File: src/rtl/sequence_game_controller.sv
// Memory-game sequencer: plays back ROM steps 0..round as LED patterns, then checks
// one-hot button presses against the same ROM entries, advancing up to 16 rounds.
module sequence_game_controller #(
    parameter int unsigned SHOW_CYCLES    = 1000,
    parameter int unsigned GAP_CYCLES     = 250,
    parameter int unsigned TIMEOUT_CYCLES = 5000
) (
    input  logic       clock,
    input  logic       reset,
    input  logic       start,
    input  logic [3:0] buttons,
    output logic [3:0] rom_address,
    input  logic [3:0] rom_data,
    output logic [3:0] leds,
    output logic [3:0] round,
    output logic       playing,
    output logic       won,
    output logic       lost
);

    localparam int unsigned MAX_SG  = (SHOW_CYCLES > GAP_CYCLES) ? SHOW_CYCLES : GAP_CYCLES;
    localparam int unsigned MAX_CYC = (MAX_SG > TIMEOUT_CYCLES) ? MAX_SG : TIMEOUT_CYCLES;
    localparam int unsigned TW      = (MAX_CYC > 1) ? $clog2(MAX_CYC) : 1;

    localparam logic [TW-1:0] SHOW_LAST    = TW'(SHOW_CYCLES - 1);
    localparam logic [TW-1:0] GAP_LAST     = TW'(GAP_CYCLES - 1);
    localparam logic [TW-1:0] TIMEOUT_LAST = TW'(TIMEOUT_CYCLES - 1);

    typedef enum logic [3:0] {
        IDLE, FETCH_SHOW, SHOW, GAP, WAIT_RELEASE, WAIT_PRESS,
        FETCH_CHECK, COMPARE, NEXT_ROUND, WIN, LOSE
    } state_t;

    state_t        state, next_state;
    logic [3:0]    step;
    logic [3:0]    press_reg;
    logic [TW-1:0] timer;
    logic          last_step;

    assign rom_address = step;

    always_ff @(posedge clock or posedge reset) begin
        if (reset) state <= IDLE;
        else       state <= next_state;
    end

    always_comb begin
        next_state = state;
        case (state)
            IDLE:         if (start) next_state = FETCH_SHOW;
            FETCH_SHOW:   next_state = SHOW;
            SHOW:         if (timer == SHOW_LAST) next_state = GAP;
            GAP:          if (timer == GAP_LAST) next_state = last_step ? WAIT_RELEASE : FETCH_SHOW;
            WAIT_RELEASE: if (buttons == '0) next_state = WAIT_PRESS;
            WAIT_PRESS: begin
                if (buttons != '0)              next_state = FETCH_CHECK;
                else if (timer == TIMEOUT_LAST) next_state = LOSE;
            end
            FETCH_CHECK:  next_state = COMPARE;
            COMPARE: begin
                if (press_reg != rom_data) next_state = LOSE;
                else if (step == round)    next_state = NEXT_ROUND;
                else                       next_state = WAIT_RELEASE;
            end
            NEXT_ROUND:   if (buttons == '0) next_state = (round == 4'd15) ? WIN : FETCH_SHOW;
            WIN, LOSE:    if (start) next_state = FETCH_SHOW;
            default:      next_state = IDLE;
        endcase
    end

    always_comb begin
        playing = 1'b0;
        won     = 1'b0;
        lost    = 1'b0;
        case (state)
            IDLE:    ;
            WIN:     won = 1'b1;
            LOSE:    lost = 1'b1;
            default: playing = 1'b1;
        endcase
    end

    // step advances when leaving SHOW (not GAP) so the ROM has already produced the
    // next entry by the time FETCH_SHOW samples it; last_step keeps the GAP decision.
    always_ff @(posedge clock or posedge reset) begin
        if (reset) begin
            step      <= '0;
            round     <= '0;
            leds      <= '0;
            timer     <= '0;
            press_reg <= '0;
            last_step <= 1'b0;
        end else begin
            if (next_state != state)
                timer <= '0;
            else if (state == SHOW || state == GAP || state == WAIT_PRESS)
                timer <= timer + 1'b1;

            case (state)
                IDLE, WIN, LOSE: if (start) begin
                    round <= '0;
                    step  <= '0;
                    leds  <= '0;
                end
                FETCH_SHOW: leds <= rom_data;
                SHOW: if (timer == SHOW_LAST) begin
                    leds      <= '0;
                    last_step <= (step == round);
                    step      <= (step == round) ? '0 : step + 1'b1;
                end
                WAIT_RELEASE: if (buttons == '0) leds <= '0;
                WAIT_PRESS:   if (buttons != '0) press_reg <= buttons;
                COMPARE: if (press_reg == rom_data) begin
                    leds <= press_reg;
                    step <= (step == round) ? '0 : step + 1'b1;
                end
                NEXT_ROUND: if (buttons == '0) begin
                    if (round == 4'd15) begin
                        leds <= '1;
                    end else begin
                        leds  <= '0;
                        round <= round + 1'b1;
                    end
                end
                default: ;
            endcase

            if (next_state == LOSE && state != LOSE) begin
                step <= '0;
                leds <= '0;
            end
        end
    end

endmodule
File: config.mk
export PLATFORM = sky130hd
export DESIGN_NAME = sequence_game_controller
export DESIGN_NICKNAME = d
export VERILOG_FILES = /design/src/rtl/sequence_game_controller.sv
export SDC_FILE = /design/constraint.sdc
export NUM_CORES = 1
export LEC_CHECK = 0
export BUFFER_PORTS_ARGS = -buffer_cell sky130_fd_sc_hd__buf_2
export CORE_UTILIZATION = 51
export CTS_CLUSTER_DIAMETER = 120
export DETAILED_ROUTE_END_ITERATION = 12
export PLACE_DENSITY = 0.68
export SYNTH_ARGS = -nofsm -noshare
export SYNTH_HDL_FRONTEND = slang
export SYNTH_SLANG_ARGS = --single-unit
File: constraint.sdc
create_clock -name clock -period 3.6 [get_ports clock]
set_clock_uncertainty 0.2 [all_clocks]
set_input_delay 0.18 -clock clock [delete_from_list [all_inputs] [get_ports clock]]
set_output_delay 0.18 -clock clock [all_outputs]
set_load 0.02 [all_outputs]
==> run metrics <==
PD cells approximately 500 nW/um2; post-synth top area share 35.8%; Inst Count DP approximately 340; TNS Setup 0 ns; CTS max path bufs 2; Util after Layout ~62%; number of CTS-inserted buffers 5; max FFs per register 13; Area growth, synth to finish 14.4%; most frequent cells in the layout 34 x dfrtp_1, 25 x buf_2, 24 x nor2_1, 15 x nand2_1, 15 x xnor2_1; Initial DRT Pass Iterations 5; Routability Congestion 0.945; ranking of synthesized cells by area dfrtp_1 36%, xnor2_1 5.5%, nor2_1 3.8%; Filler Cells Inserted 391; number of global-route vias before repair ~2.0k; maxcap violations 0; number of warnings issued by yosys 0; post-synthesis mux area share 2.58%; largest net degree at the start of global routing 35; TritonCTS clock tree built; Design Area, Final 2720 um2; Synth Area in Adders about 2.1%; Std-Cell Core Area 4410 um2; Tmin final 3.09 ns; Die Y 70.3 um; mapped cell area 2380 um2; class of the most critical setup path reg -> reg; count of different cell masters after synthesis 57; Yosys reg bits 34; unrepaired setup endpoints after global routing false; Clock H-tree levels 2; Initial Util 53.8%; sequential fraction of the synthesis area 35.8%; IO buf count 25; buffers inserted by post-CTS timing repair 0; Max Clk Rate between 300 and 400 MHz; total track usage 25.5%; Post-Route WL between 5000 and 6000 um; top cell type by total area after synthesis dfrtp_1; # DRC 0; Placement Cell Area between 2000 and 3000 um2; drt wl/cell between 15 and 20 um; Arr. time, crit path roughly 3.1 ns; number of flops mapped to enable cells by yosys 0; num ports 26; Hold Path Class in -> reg; most common cell after layout, fill and taps aside dfrtp_1; initial antenna violation count 0; Compound-Gate Fraction of Synth Area between 10% and 20%; VDD IR max a little over 0.0003 V; FFs w/ async S/R, synth 100%; DRT iter0 DRCs approximately 280; # setup viols final 0; leak pwr 1.19 nW; post-route clock period utilization between 80% and 90%; Nets 313; Sinks on Clock Net 34; global-route wire length before repair 9870 um; crit-path max FO 13; DIE WIDTH 70.3 um; antenna viol nets, final 0; Post-Syn Area per Cell slightly below 9 um2; Fin. Hold Viols 0; DP Wirelength about 4200 um; GRT overflow 0; die footprint ~4900 um2; ANT cells 0; routed vias/inst 6.34; WHS Path Cells 3; Worst Reg-to-Reg Cells 8; Syn Inst Count 269; Synth Area in Simple Gates 29.7%; crit path launch type flip-flop; main combinational cell family by area after synthesis simple AND/OR/NAND/NOR gates; main flop type after synthesis dfrtp_1; critical path data required time 3.58 ns; fin cells 350; clk_lat worst skew 0.29 ns; Biggest register timer; DR vias between 2k and 2.5k; Synth Net Count 284; Reg clk slew, reported paths around 0.070 ns; Pins Over Slew Limit 0; Root Driver clkbuf_8; worst slew pin tran 0.702 ns; crit path capture type flip-flop; status finished clean; Total Power 1.37 mW; Slew Limit Headroom around 53%; share of layout cells above drive strength 1 18.1%; xor/xnor share of the synthesized area around 8.5%; row cnt 24
## path summary, 6_finish.rpt
path / start / to / slack (ns)
worst max-delay path: timer[1] / timer[1] / 0.51
worst min-delay path: start / state[0] / 0.14
worst max register to register: timer[1] / timer[1] / 0.51
worst min register to register: leds[3] / leds[3] / 0.32
max in group asynchronous: reset / timer[8] / 2.54
min in group asynchronous: reset / leds[3] / 0.33
## area by class of cell
class	count	area [um2]	area share, %
Clock buffer	6	82.6	3.04
Sequential cell	34	851	31.3
Tap cell	52	65.1	2.39
Multi-Input combinational cell	213	1440	52.9
Clock inverter	1	30.0	1.10
Inverter	8	30.0	1.10
Timing Repair Buffer	36	220	8.10
## power breakdown
group          total (mW)  leakage [nW]  switching, mW  internal [mW]
clock               0.359        0.0573          0.138          0.221
combinational       0.518         0.668          0.322          0.196
sequential          0.495         0.468         0.0780          0.417
## routing by layer
layer	track usage [%]	vias to the layer above	part of all wire (%)
li1	-	1059	-
met1	36.0	1062	45
met2	39.0	87	48
met3	4.76	12	5.3
met4	9.11	0	2.3
met5	0	-	0
## cells in the mapped netlist (2+ instances only)
| library cell | number |
|---|---|
| and3_1 | 5 |
| a211oi_1 | 3 |
| buf_1 | 2 |
| mux2i_1 | 5 |
| nor2_2 | 8 |
| nor3_1 | 6 |
| nand3_1 | 11 |
| clkbuf_1 | 9 |
| or3_1 | 6 |
| nand2b_1 | 3 |
| a21oi_1 | 11 |
| a22o_1 | 5 |
| nor2_1 | 24 |
| nand4_1 | 8 |
| o211ai_1 | 5 |
| and3b_1 | 2 |
| dfrtp_1 | 34 |
| a22oi_1 | 4 |
| nor2b_1 | 5 |
| or4_1 | 5 |
| nand2_1 | 15 |
| o21ai_0 | 11 |
| a21o_1 | 5 |
| and4_1 | 3 |
| inv_1 | 8 |
| buf_2 | 2 |
| nor4_1 | 5 |
| ha_1 | 4 |
| nor4bb_1 | 2 |
| a311oi_1 | 3 |
| xnor2_1 | 15 |
| nor3b_1 | 3 |
| xor2_1 | 8 |
## what timing repair did
item / CTS / global route
gates resized for setup: 0 / 0
hold buffers: 5 / 0
hold endpoints to repair: 38 / 0
endpoints found under the setup margin: 0 / 0
## critical path, stage by stage (launching register included)
cell and delay, ns:
dfrtp_1 0.42, inv_1 0.08, ha_1 0.16, or3b_2 0.43
or4_1 0.42, a211oi_2 0.34, a21o_1 0.18, nand4_2 0.40
a211oi_1 0.37
## cell families (layout without fill, tap and decap cells)
family          count (synthesis)  count (layout)
simple gates                  121             121
compound gates                 59              59
flops                          34              34
xor+xnor                       23              23
buf+inv                        22              51
mux                             6               6
fa+ha+maj                       4               4
## metrics by stage
| step | hold slack (ns) | setup WS (ns) |
|---|---|---|
| after global placement | 0.101 | 0.621 |
| final | 0.142 | 0.510 |
| after detailed placement | 0.115 | 0.545 |
| after CTS | 0.130 | 0.503 |
| after floorplan | 0.120 | 1.05 |
| after global routing | 0.161 | 0.263 |
Note: power is estimated with default switching activity, not from simulation.
